<file path="src/rtl/bram_arbiter_if.sv">
// rtl/bram_arbiter_if.sv - requester, memory and status signals of the two-port BRAM arbiter
interface bram_arbiter_if #(
  parameter int DATA_WIDTH = 32,
  parameter int ADDR_WIDTH = 8
);
  logic                  req0;
  logic                  we0;
  logic [ADDR_WIDTH-1:0] addr0;
  logic [DATA_WIDTH-1:0] wdata0;
  logic                  gnt0;
  logic                  rvalid0;
  logic [DATA_WIDTH-1:0] rdata0;

  logic                  req1;
  logic                  we1;
  logic [ADDR_WIDTH-1:0] addr1;
  logic [DATA_WIDTH-1:0] wdata1;
  logic                  gnt1;
  logic                  rvalid1;
  logic [DATA_WIDTH-1:0] rdata1;

  logic                  readEnable;
  logic [ADDR_WIDTH-1:0] readAddress;
  logic                  writeEnable;
  logic [ADDR_WIDTH-1:0] writeAddress;
  logic [DATA_WIDTH-1:0] writeData;
  logic [DATA_WIDTH-1:0] readData;

  logic                  busy;

  modport slave (
    input  req0, we0, addr0, wdata0, req1, we1, addr1, wdata1, readData,
    output gnt0, rvalid0, rdata0, gnt1, rvalid1, rdata1,
    output readEnable, readAddress, writeEnable, writeAddress, writeData, busy
  );

  modport master (
    output req0, we0, addr0, wdata0, req1, we1, addr1, wdata1, readData,
    input  gnt0, rvalid0, rdata0, gnt1, rvalid1, rdata1,
    input  readEnable, readAddress, writeEnable, writeAddress, writeData, busy
  );
endinterface

</file>
<file path="src/rtl/bram_arbiter.sv">
// rtl/bram_arbiter.sv - two-port single-BRAM arbiter with burst-limited ownership
// Optional conflict counters are built when BRAM_ARB_STATS_EN is defined.
module bram_arbiter #(
  parameter int DATA_WIDTH = 32,
  parameter int ADDR_WIDTH = 8,
  parameter int MAX_BURST  = 4
) (
  input  logic         clock,
  input  logic         reset,
  bram_arbiter_if.slave bus
`ifdef BRAM_ARB_STATS_EN
  ,
  output logic [15:0]  conflictCount0,
  output logic [15:0]  conflictCount1
`endif
);

  localparam int BW = $clog2(MAX_BURST + 1);
  localparam logic [BW-1:0] BURST_MAX = BW'(MAX_BURST);

  logic          owner_q, owner_d;
  logic [BW-1:0] burst_q, burst_d;
  logic          rd_pend_q, rd_pend_d;
  logic          rd_port_q, rd_port_d;

  logic                  gnt0, gnt1, any_gnt, sel, g_we;
  logic [ADDR_WIDTH-1:0] g_addr;
  logic [DATA_WIDTH-1:0] g_wdata;

  // Under contention the owner keeps the memory until its burst is used up.
  always_comb begin
    gnt0 = 1'b0;
    gnt1 = 1'b0;
    if (!reset) begin
      if (bus.req0 && bus.req1) begin
        if (burst_q >= BURST_MAX) begin
          gnt0 = owner_q;
          gnt1 = !owner_q;
        end else begin
          gnt0 = !owner_q;
          gnt1 = owner_q;
        end
      end else begin
        gnt0 = bus.req0;
        gnt1 = bus.req1;
      end
    end
  end

  assign any_gnt = gnt0 | gnt1;
  assign sel     = gnt1;
  assign g_we    = sel ? bus.we1    : bus.we0;
  assign g_addr  = sel ? bus.addr1  : bus.addr0;
  assign g_wdata = sel ? bus.wdata1 : bus.wdata0;

  assign bus.gnt0         = gnt0;
  assign bus.gnt1         = gnt1;
  assign bus.readEnable   = any_gnt && !g_we;
  assign bus.readAddress  = (any_gnt && !g_we) ? g_addr : '0;
  assign bus.writeEnable  = any_gnt && g_we;
  assign bus.writeAddress = (any_gnt && g_we) ? g_addr : '0;
  assign bus.writeData    = (any_gnt && g_we) ? g_wdata : '0;

  always_comb begin
    owner_d   = owner_q;
    burst_d   = burst_q;
    rd_pend_d = any_gnt && !g_we;
    rd_port_d = sel;
    if (any_gnt) begin
      owner_d = sel;
      if (sel == owner_q) begin
        burst_d = (burst_q == BURST_MAX) ? burst_q : burst_q + BW'(1);
      end else begin
        burst_d = BW'(1);
      end
    end
  end

  always_ff @(posedge clock) begin
    if (reset) begin
      owner_q   <= 1'b0;
      burst_q   <= '0;
      rd_pend_q <= 1'b0;
      rd_port_q <= 1'b0;
    end else begin
      owner_q   <= owner_d;
      burst_q   <= burst_d;
      rd_pend_q <= rd_pend_d;
      rd_port_q <= rd_port_d;
    end
  end

  // Read tag registered at grant lines up with the one-cycle BRAM latency.
  assign bus.rvalid0 = rd_pend_q && !rd_port_q && !reset;
  assign bus.rvalid1 = rd_pend_q && rd_port_q && !reset;
  assign bus.rdata0  = bus.rvalid0 ? bus.readData : '0;
  assign bus.rdata1  = bus.rvalid1 ? bus.readData : '0;
  assign bus.busy    = rd_pend_q && !reset;

`ifdef BRAM_ARB_STATS_EN
  logic [15:0] conf0_q, conf1_q;

  always_ff @(posedge clock) begin
    if (reset) begin
      conf0_q <= '0;
      conf1_q <= '0;
    end else begin
      if (bus.req0 && !gnt0 && conf0_q != 16'hFFFF) conf0_q <= conf0_q + 16'd1;
      if (bus.req1 && !gnt1 && conf1_q != 16'hFFFF) conf1_q <= conf1_q + 16'd1;
    end
  end

  assign conflictCount0 = conf0_q;
  assign conflictCount1 = conf1_q;
`endif

endmodule
</file>
<file path="src/flat_wrapper.sv">
// flat-port wrapper written by rule: the top's interface ports become plain ports
module bram_arbiter_flat 
#(
  parameter int DATA_WIDTH = 32,
  parameter int ADDR_WIDTH = 8,
  parameter int MAX_BURST  = 4
)
  (clock, reset, bus_req0, bus_we0, bus_addr0, bus_wdata0, bus_req1, bus_we1, bus_addr1, bus_wdata1, bus_readData, bus_gnt0, bus_rvalid0, bus_rdata0, bus_gnt1, bus_rvalid1, bus_rdata1, bus_readEnable, bus_readAddress, bus_writeEnable, bus_writeAddress, bus_writeData, bus_busy);
  bram_arbiter_if #(.DATA_WIDTH(DATA_WIDTH), .ADDR_WIDTH(ADDR_WIDTH)) bus_i ();
  input  logic clock;
  input  logic reset;
  input wire logic [$bits(bus_i.req0)-1:0] bus_req0;
  input wire logic [$bits(bus_i.we0)-1:0] bus_we0;
  input wire logic [$bits(bus_i.addr0)-1:0] bus_addr0;
  input wire logic [$bits(bus_i.wdata0)-1:0] bus_wdata0;
  input wire logic [$bits(bus_i.req1)-1:0] bus_req1;
  input wire logic [$bits(bus_i.we1)-1:0] bus_we1;
  input wire logic [$bits(bus_i.addr1)-1:0] bus_addr1;
  input wire logic [$bits(bus_i.wdata1)-1:0] bus_wdata1;
  input wire logic [$bits(bus_i.readData)-1:0] bus_readData;
  output wire logic [$bits(bus_i.gnt0)-1:0] bus_gnt0;
  output wire logic [$bits(bus_i.rvalid0)-1:0] bus_rvalid0;
  output wire logic [$bits(bus_i.rdata0)-1:0] bus_rdata0;
  output wire logic [$bits(bus_i.gnt1)-1:0] bus_gnt1;
  output wire logic [$bits(bus_i.rvalid1)-1:0] bus_rvalid1;
  output wire logic [$bits(bus_i.rdata1)-1:0] bus_rdata1;
  output wire logic [$bits(bus_i.readEnable)-1:0] bus_readEnable;
  output wire logic [$bits(bus_i.readAddress)-1:0] bus_readAddress;
  output wire logic [$bits(bus_i.writeEnable)-1:0] bus_writeEnable;
  output wire logic [$bits(bus_i.writeAddress)-1:0] bus_writeAddress;
  output wire logic [$bits(bus_i.writeData)-1:0] bus_writeData;
  output wire logic [$bits(bus_i.busy)-1:0] bus_busy;
  assign bus_i.req0 = bus_req0;
  assign bus_i.we0 = bus_we0;
  assign bus_i.addr0 = bus_addr0;
  assign bus_i.wdata0 = bus_wdata0;
  assign bus_i.req1 = bus_req1;
  assign bus_i.we1 = bus_we1;
  assign bus_i.addr1 = bus_addr1;
  assign bus_i.wdata1 = bus_wdata1;
  assign bus_i.readData = bus_readData;
  assign bus_gnt0 = bus_i.gnt0;
  assign bus_rvalid0 = bus_i.rvalid0;
  assign bus_rdata0 = bus_i.rdata0;
  assign bus_gnt1 = bus_i.gnt1;
  assign bus_rvalid1 = bus_i.rvalid1;
  assign bus_rdata1 = bus_i.rdata1;
  assign bus_readEnable = bus_i.readEnable;
  assign bus_readAddress = bus_i.readAddress;
  assign bus_writeEnable = bus_i.writeEnable;
  assign bus_writeAddress = bus_i.writeAddress;
  assign bus_writeData = bus_i.writeData;
  assign bus_busy = bus_i.busy;
  bram_arbiter #(.DATA_WIDTH(DATA_WIDTH), .ADDR_WIDTH(ADDR_WIDTH), .MAX_BURST(MAX_BURST)) u_core (.clock(clock), .reset(reset), .bus(bus_i));
endmodule
</file>
<file path="config.mk">
export PLATFORM = sky130hd
export DESIGN_NAME = bram_arbiter_flat
export DESIGN_NICKNAME = d
export VERILOG_FILES = /design/src/rtl/bram_arbiter_if.sv /design/src/rtl/bram_arbiter.sv /design/src/flat_wrapper.sv
export SDC_FILE = /design/constraint.sdc
export NUM_CORES = 1
export LEC_CHECK = 0
export BUFFER_PORTS_ARGS = -buffer_cell sky130_fd_sc_hd__buf_2
export CORE_MARGIN = 10
export CORE_UTILIZATION = 28
export CTS_BUF_LIST = sky130_fd_sc_hd__clkbuf_8 sky130_fd_sc_hd__clkbuf_16
export CTS_CLUSTER_DIAMETER = 200
export CTS_CLUSTER_SIZE = 20
export DETAILED_ROUTE_END_ITERATION = 16
export PLACE_DENSITY = 0.75
export SETUP_SLACK_MARGIN = 0.2
export SLEW_MARGIN = 20
export SYNTH_ARGS = -nofsm -noshare
export SYNTH_HDL_FRONTEND = slang
export SYNTH_SLANG_ARGS = --single-unit
</file>
<file path="constraint.sdc">
create_clock -name clock -period 2.15 [get_ports clock]
set_input_delay 0.43 -clock clock [delete_from_list [all_inputs] [get_ports clock]]
set_output_delay 0.43 -clock clock [all_outputs]
set_load 0.01 [all_outputs]
</file>
==> flow_summary_export.csv, run 1 <==
group,metric,value,unit
worst_setup_path,startpoint_type,"flop",
floorplanning,rows,27,
clocking,cts_max_level,1,
floorplanning,start_util,29.4,%
finish,final_cells,584,
synthesis,synth_seq_cells,6,
clocking,clk_latency,0.22,ns
worst_setup_path,crit_path_max_incr_delay,0.36,ns
place,placed_area,2960,sq um
floorplanning,pin_count,237,
finish,final_area,3090,sq um
pwr,power.clock.fraction,22.3,%
clocking,cts_root_buf,"clkbuf_8",
pwr,intPower,456,uW
clocking,cts_hold_buf,0,
timing,clock.fmax,498,MHz
worst_setup_path,cp_top_family,"buffers and inverters",
floorplanning,die_h,97.0,microns
detailed_routing,drc,0,
detailed_routing,routed_wl,10000,microns
worst_setup_path,critPathCaptureType,"output port",
global_route,grt_pass1_vias,2889,
clocking,cts_tree,"yes",
worst_setup_path,crit_type,"reg2out",
clocking,cts_sinks,6,
pwr,p_leak,2.12,nW
timing,setup_viol,0,
run,cap_violations,0,
timing,hold_violations,0,
detailed_routing,num_vias,2874,
timing,fin_hold_ws,0.499,ns
timing,finalCritPeriodShare,93.4,%
pwr,powerDensity,240,nW/um^2
synthesis,synthArstFlopShare,0,%
worst_setup_path,required,1.72,ns
finish,fin_nets,634,
synthesis,ys.flop_type,"dfxtp_1",
timing,slew_headroom,70.7,%
worst_setup_path,cp_data_arrival_time,1.58,ns
synthesis,ys_types,32,
pwr,finalPower,741,uW
timing,maxSlewViolCount,0,
place,io_buffers,236,
place,pre_cts_ws,0.174,ns
global_route,grt_use_total,18.8,%
finish,ff_latch_area,128,sq um
finish,fill_cells,563,
synthesis,syn_nets,406,
synthesis,synth.area.top_cells,"nand3_1 24%, and2_1 13%, and3_1 13%, nand2_1 12%, dfxtp_1 7.2%",
global_route,grt-ovfl-total,0,
place,dp_cells,579,
run_status,status,"finished clean",
synthesis,syn_avg_cell_area,5.81,sq um
timing,rsz0062_at_grt,"yes",
clocking,numCtsBuffers,3,
finish,drive_above_1_share,52.1,%
pwr,p_sw_share,38.5,%
clocking,clk_pin_slew,0.04,ns
timing,setup_ws,0.141,ns
worst_setup_path,cp_num_buf_inv,3,
worst_setup_path,path_cells,"xor2_4 -> o21bai_4 -> inv_4 -> buf_12 -> nand3_1 -> nand2_1 -> buf_2",
floorplanning,core-area,5640,sq um
synthesis,netlist.area_leader.share,24.4,%
finish,fin_util,54.8,%
detailed_routing,first_iter_violations,119,
detailed_routing,routedWlPerCell,17.2,microns
detailed_routing,ant_nets,0,
timing,setup_tns,0,ns
finish,multi_input_area,1390,sq um
synthesis,yosysTopAreaCell,"nand3_1",
place,finalWeightedCongestion,0.918,
detailed_routing,viasPerCell,4.92,
timing,period_needed,2.01,ns
worst_setup_path,slowest_stage,"dfxtp_4",
worst_setup_path,cp_max_fo,30,
global_route,grt_pass1_wl,15000,microns
global_route,grt_max_degree,35,
synthesis,synthCells,286,
place,hpwl,8560,microns
synthesis,yosys_warnings,0,
finish,area_growth,86.1,%
pwr,p_comb_share,60.8,%
synthesis,synth_edf_count,0,
clocking,cts_buffer_depth,2,
timing,tightest_slew,0.437,ns
pwr,p_switching,286,uW
detailed_routing,drt_first_pass_iters,5,
synthesis,ys_seq_area_share,7.23,%
pwr,peakVddDrop,0.147,mV
floorplanning,die_area,9410,sq um
worst_hold_path,hold_class,"reg2reg",
floorplanning,fp.dieW,97.0,microns
timing,clock-skew-final,0.00337,ns
global_route,antenna_found_initial,0,
finish,antenna_cells,0,
synthesis,synthesis.area,1660,sq um
pwr,seqPwrFrac,16.9,%
## final cells by class
class,count,area share [%]
sequential,6,4.13
inverter,5,0.689
timing repair buffer,254,45.9
multi-input combinational,244,45.0
clock buffer,3,1.34
tap,72,2.92
## power groups by stage
stage	logic [mW]	registers, mW	clock network, mW
floorplan	0.199	0.126	0
global placement	0.426	0.126	0
detailed placement	0.435	0.127	0
CTS	0.445	0.126	0.168
global route	0.493	0.126	0.177
finish	0.451	0.125	0.166
## cell families (layout without fill, tap and decap cells)
logic type / after synthesis / count (layout) / synth area share (%)
AND/OR/NAND/NOR: 230 / 230 / 75.1
buffers and inverters: 36 / 262 / 9.95
AO/OA/AOI/OAI: 10 / 10 / 4.67
flip-flops: 6 / 6 / 7.23
adder cells (fa/ha/maj): 2 / 2 / 1.51
XOR/XNOR: 1 / 1 / 0.980
multiplexers: 1 / 1 / 0.603
## final timing paths
kind                         endpoint               from  depth (start not counted)  slack [ns]
setup reg to reg    u_core.burst_q[0]  u_core.burst_q[2]                          4        0.83
hold reg to reg     u_core.burst_q[1]  u_core.burst_q[1]                          2        0.50
setup / recovery  bus_writeAddress[0]  u_core.burst_q[2]                          7        0.14
hold / removal      u_core.burst_q[1]  u_core.burst_q[1]                          2        0.50
## routing by layer
layer	part of all wire, %	track usage (%)
met5	0	0
met4	2.7	6.31
met3	13	8.30
met2	52	34.8
met1	33	17.9
## cells in the final DEF, fill, tap and decap left out, types with 2 or more instances in the layout
| cell | instances |
|---|---|
| nand2b_1 | 3 |
| clkbuf_8 | 3 |
| nand3b_1 | 9 |
| buf_4 | 8 |
| buf_2 | 236 |
| and2_1 | 33 |
| buf_12 | 7 |
| inv_1 | 4 |
| ha_1 | 2 |
| nand3_1 | 81 |
| dfxtp_1 | 4 |
| a21oi_1 | 3 |
| nor3_1 | 2 |
| dfxtp_4 | 2 |
| a211oi_1 | 2 |
| nand4b_1 | 8 |
| and3_1 | 35 |
| nand2_1 | 51 |
| buf_6 | 2 |
## sequential cells by signal (all words and copies together) (netlist names)
signal and flops:
u_core.rd_pend_q 1, u_core.owner_q 1, u_core.rd_port_q 1, u_core.burst_q 3
## cell usage after synthesis (2+ instances only)
| library cell | instances |
|---|---|
| nand3_1 | 81 |
| nand2_1 | 51 |
| and2_1 | 35 |
| and3_1 | 35 |
| buf_2 | 15 |
| clkbuf_1 | 13 |
| nand3b_1 | 9 |
| nand4b_1 | 8 |
| dfxtp_1 | 6 |
| inv_1 | 4 |
| a21oi_1 | 3 |
| nand2b_1 | 3 |
| a211oi_1 | 2 |
| ha_1 | 2 |
| nor3_1 | 2 |
## repair_timing
action                                  4_1_cts  5_1_grt
endpoints found under the setup margin       50       52
pin swaps                                     1        0
setup buffers                                 1        1
resized for setup                            12        9
## worst reg2reg max path, cell delays in order, from the launching register on
cell and delay [ns]:
dfxtp_4 0.36, and4b_1 0.21, a211oi_1 0.37, and3_1 0.23
nor3_1 0.05
No activity file was read; power rests on OpenSTA's default activity.
==> run 2: changes to the inputs <==
- SETUP_SLACK_MARGIN: 0.2 -> 0.1
==> flow_summary_export.csv, run 2 (synthesis results as in run 1) <==
group,metric,value,unit
run_status,status,"finished clean",
floorplanning,rows,27,
global_route,grt_pass1_vias,2868,
clocking,cts_max_level,1,
timing,finalCritPeriodShare,93.9,%
finish,largest_reg_flops,3,
worst_setup_path,worstRegToRegCells,4,
floorplanning,fp.dieW,97.0,microns
worst_hold_path,min_to,"u_core.burst_q[1]",
detailed_routing,routedWlPerCell,17.2,microns
worst_setup_path,rrSetupSlack,0.81,ns
timing,setup_tns,0,ns
clocking,cts_buffer_depth,2,
timing,slew_headroom,69.7,%
detailed_routing,drc,0,
worst_setup_path,critPathCaptureType,"output port",
clocking,cts_root_buf,"clkbuf_8",
run,cap_violations,0,
clocking,clk_latency,0.22,ns
timing,hold_violations,0,
pwr,peakVddDrop,0.147,mV
global_route,grt_pass1_wl,14900,microns
floorplanning,core-area,5640,sq um
clocking,cts_tree,"yes",
clocking,clk_pin_slew,0.04,ns
timing,fin_hold_ws,0.498,ns
worst_setup_path,required,1.72,ns
clocking,cts_hold_buf,0,
finish,ff_latch_area,128,sq um
worst_setup_path,cp_max_fo,30,
finish,fin_nets,633,
place,io_buffers,236,
global_route,antenna_found_initial,0,
finish,drive_above_1_share,51.7,%
place,hpwl,8560,microns
finish,area_growth,84.4,%
floorplanning,die_area,9410,sq um
pwr,powerDensity,240,nW/um^2
worst_hold_path,hold_class,"reg2reg",
clocking,cts_sinks,6,
worst_setup_path,crit_type,"reg2out",
pwr,p_leak,2.11,nW
detailed_routing,num_vias,2907,
finish,largest-register,"u_core.burst_q",
detailed_routing,drt_first_pass_iters,7,
worst_setup_path,r2r-end,"u_core.burst_q[0]",
timing,maxSlewViolCount,0,
global_route,grt-ovfl-total,0,
finish,antenna_cells,0,
global_route,grt_max_degree,35,
timing,setup_viol,0,
clocking,numCtsBuffers,3,
finish,final_cell_mix,"236 x buf_2, 81 x nand3_1, 51 x nand2_1",
worst_setup_path,startpoint_type,"flop",
finish,multi_input_area,1390,sq um
finish,mostFrequentLayoutCell,"buf_2",
worst_setup_path,r2r_start,"u_core.burst_q[2]",
detailed_routing,viasPerCell,4.99,
worst_setup_path,cp_data_arrival_time,1.59,ns
worst_hold_path,whs_path_depth,2,
timing,clock-skew-final,0.00296,ns
floorplanning,pin_count,237,
detailed_routing,first_iter_violations,186,
global_route,grt_use_total,18.6,%
detailed_routing,routed_wl,10000,microns
timing,clock.fmax,495,MHz
worst_hold_path,worstHoldStart,"u_core.burst_q[1]",
timing,rsz0062_at_grt,"yes",
finish,fill_cells,564,
place,finalWeightedCongestion,0.918,
detailed_routing,ant_nets,0,
timing,tightest_slew,0.451,ns
floorplanning,die_h,97.0,microns
floorplanning,start_util,29.4,%
timing,period_needed,2.02,ns
run 2: changes by cell type in the layout (fill, tap and decap cells not counted), sizes merged:
| cell | before | now |
|---|---|---|
| buf | 254 | 253 |
run 2: stage by stage:
stage / worst slack (ns) / util, % / total power, mW / cells / area [sq um]
3_5_place_dp: 0.174 / 52.4 / 0.562 / 579 / 2960
6_report: 0.130 / 54.3 / 0.736 / 583 / 3060
4_1_cts: 0.121 / 53.2 / 0.730 / 582 / 3000
5_1_grt: 0.0827 / 54.3 / 0.791 / 583 / 3060
3_3_place_gp: 0.199 / 52.4 / 0.553 / 579 / 2960
2_1_floorplan: 0.337 / - / 0.325 / 286 / 1660
run 2: report_power, final:
part           internal, mW  switching, mW  total [mW]  leakage [nW]
combinational         0.214          0.233       0.446          2.03
sequential            0.118        0.00762       0.125        0.0508
clock                 0.120         0.0447       0.165        0.0216
total                 0.451          0.285       0.736          2.11
run 2: critical path, cell delays in order (launching register included):
cell and delay (ns):
dfxtp_4 0.36, xor2_4 0.19, o21bai_4 0.23, inv_4 0.10, buf_12 0.17, nand3_1 0.11, nand2_1 0.05, buf_2 0.14
run 2: area by class of cell:
| class | count | share of cell area (%) |
|---|---|---|
| tap | 72 | 2.94 |
| sequential | 6 | 4.17 |
| clock buffer | 3 | 1.35 |
| timing repair buffer | 253 | 45.6 |
| inverter | 5 | 0.695 |
| multi-input combinational | 244 | 45.3 |
run 2: worst max path at each step:
stage	start	to	slack, ns	cells past startpoint
6_report	u_core.burst_q[2]	bus_writeAddress[0]	0.13	7
5_1_grt	u_core.burst_q[2]	bus_readEnable	0.08	6
4_1_cts	u_core.owner_q	bus_readEnable	0.12	6
3_5_place_dp	reset	bus_writeData[21]	0.17	8
3_3_place_gp	reset	bus_writeData[31]	0.20	7
2_1_floorplan	reset	bus_readEnable	0.34	7
run 2: per-layer routing:
layer  part of all wire, %  routed length [microns]  track usage (%)
met2                    52                     5220             34.5
met3                    13                     1340             8.16
met5                     0                        0                0
met4                   2.2                      218             5.52
met1                    32                     3240             18.0
run 2: what timing repair did:
item,in CTS,in global routing
resized for setup,2,13
gates cloned,0,0
setup endpoints to repair,46,45
buffers inserted,0,1
hold endpoints to repair,0,0
pin swaps,0,1
==> run 3: changes to the inputs <==
- CELL_PAD_IN_SITES_DETAIL_PLACEMENT: unset -> 1
- CELL_PAD_IN_SITES_GLOBAL_PLACEMENT: unset -> 1
- CORE_UTILIZATION: 28 -> 17
- PLACE_DENSITY: 0.75 -> 0.8
==> flow_summary_export.csv, run 3 (synthesis results as in run 1) <==
group,metric,value,unit
timing,fin_hold_ws,0.520,ns
run,cap_violations,0,
clocking,cts_hold_buf,0,
finish,drive_above_1_share,52.8,%
pwr,powerDensity,245,nW/um^2
detailed_routing,num_vias,3036,
place,io_buffers,236,
timing,tightest_slew,0.394,ns
worst_setup_path,required,1.72,ns
clocking,cts_root_buf,"clkbuf_8",
clocking,cts_tree,"yes",
worst_setup_path,rrSetupSlack,0.75,ns
pwr,p_sw_share,40.6,%
clocking,numCtsBuffers,3,
detailed_routing,drc,0,
detailed_routing,ant_nets,0,
global_route,antenna_found_initial,1,
pwr,p_switching,330,uW
timing,clock-skew-final,0.000772,ns
detailed_routing,viasPerCell,4.67,
timing,maxSlewViolCount,0,
finish,largest_reg_flops,3,
timing,setup_tns,0,ns
worst_setup_path,worstRegToRegCells,5,
timing,finalCritPeriodShare,95.7,%
detailed_routing,routedWlPerCell,19.4,microns
finish,final_cells,650,
finish,largest-register,"u_core.burst_q",
clocking,cts_buffer_depth,2,
worst_setup_path,critPathCaptureType,"output port",
pwr,seqPwrFrac,15.4,%
floorplanning,pin_count,237,
finish,mostFrequentLayoutCell,"buf_2",
global_route,grt_pass1_vias,3314,
global_route,grt_max_degree,46,
global_route,grt_pass1_wl,17500,microns
floorplanning,rows,36,
pwr,p_comb_share,62.7,%
pwr,power.clock.fraction,21.9,%
clocking,cts_sinks,6,
pwr,peakVddDrop,0.137,mV
clocking,cts_max_level,1,
clocking,clk_pin_slew,0.04,ns
timing,rsz0062_at_grt,"yes",
place,dp_cells,636,
worst_setup_path,cp_data_arrival_time,1.63,ns
finish,area_growth,100,%
worst_hold_path,hold_class,"reg2reg",
global_route,grt-ovfl-total,0,
worst_hold_path,whs_path_depth,2,
floorplanning,die_area,14100,sq um
worst_setup_path,crit_type,"reg2out",
floorplanning,fp.dieW,119,microns
floorplanning,start_util,17.2,%
finish,fin_nets,639,
worst_setup_path,cp_max_fo,6,
place,finalWeightedCongestion,0.794,
place,hpwl,9770,microns
finish,final_cell_mix,"233 x buf_2, 80 x nand3_1, 51 x nand2_1",
run_status,status,"finished clean",
clocking,clk_latency,0.23,ns
worst_setup_path,startpoint_type,"flop",
floorplanning,die_h,119,microns
timing,slew_headroom,73.6,%
detailed_routing,routed_wl,12600,microns
pwr,intPower,483,uW
timing,setup_viol,0,
finish,antenna_cells,0,
timing,clock.fmax,486,MHz
timing,period_needed,2.06,ns
floorplanning,core-area,9640,sq um
detailed_routing,drt_first_pass_iters,4,
detailed_routing,first_iter_violations,163,
pwr,p_leak,2.19,nW
global_route,grt_use_total,14.8,%
timing,hold_violations,0,
## run 3: final timing paths
kind / start / to
worst max-delay path: u_core.burst_q[2] / bus_readAddress[0]
worst min-delay path: u_core.burst_q[1] / u_core.burst_q[1]
worst min register to register: u_core.burst_q[1] / u_core.burst_q[1]
worst max register to register: u_core.burst_q[2] / u_core.burst_q[0]
## run 3: timing repair
| item | CTS | global route |
|---|---|---|
| resized for setup | 8 | 14 |
| endpoints found under the setup margin | 46 | 48 |
| endpoints found under the hold margin | 0 | 0 |
| gates cloned | 0 | 8 |
| buffers inserted | 0 | 3 |
| pin swaps | 1 | 15 |
## run 3: worst max-delay path, stage by stage (launching register included)
cell	delay, ns
dfxtp_4	0.36
xor2_4	0.19
o21bai_4	0.23
buf_6	0.16
clkbuf_16	0.15
nand4b_1	0.10
nand2_1	0.07
buf_2	0.13
## run 3: layout make-up
cell class / count / area, sq um
fillers: 1321 / 6310
multi-input cells: 244 / 1400
well taps: 133 / 166
flip-flops and latches: 6 / 128
repair buffers: 259 / 1570
clock buffers: 3 / 41.3
inverters: 5 / 21.3
## run 3: per-layer routing
layer	share of wire, %	track usage (%)
met2	52	28.9
met4	2.2	3.97
met5	0	0
met1	36	14.2
met3	9.7	5.34
## run 3: power groups by stage
| stage | clock [mW] | combinational (mW) | sequential [mW] |
|---|---|---|---|
| floorplan | 0 | 0.199 | 0.126 |
| global placement | 0 | 0.436 | 0.126 |
| detailed placement | 0 | 0.450 | 0.127 |
| CTS | 0.169 | 0.457 | 0.127 |
| global route | 0.191 | 0.558 | 0.126 |
| finish | 0.178 | 0.510 | 0.125 |
## run 3: metrics by stage
step	utilization, %	power, mW	area (sq um)	setup slack [ns]
6_report	34.5	0.813	3320	0.0917
2_1_floorplan	-	0.325	1660	0.337
3_5_place_dp	31.1	0.577	3000	0.0657
5_1_grt	34.5	0.876	3320	0.0112
4_1_cts	31.9	0.753	3080	0.0949
3_3_place_gp	31.1	0.563	3000	0.108
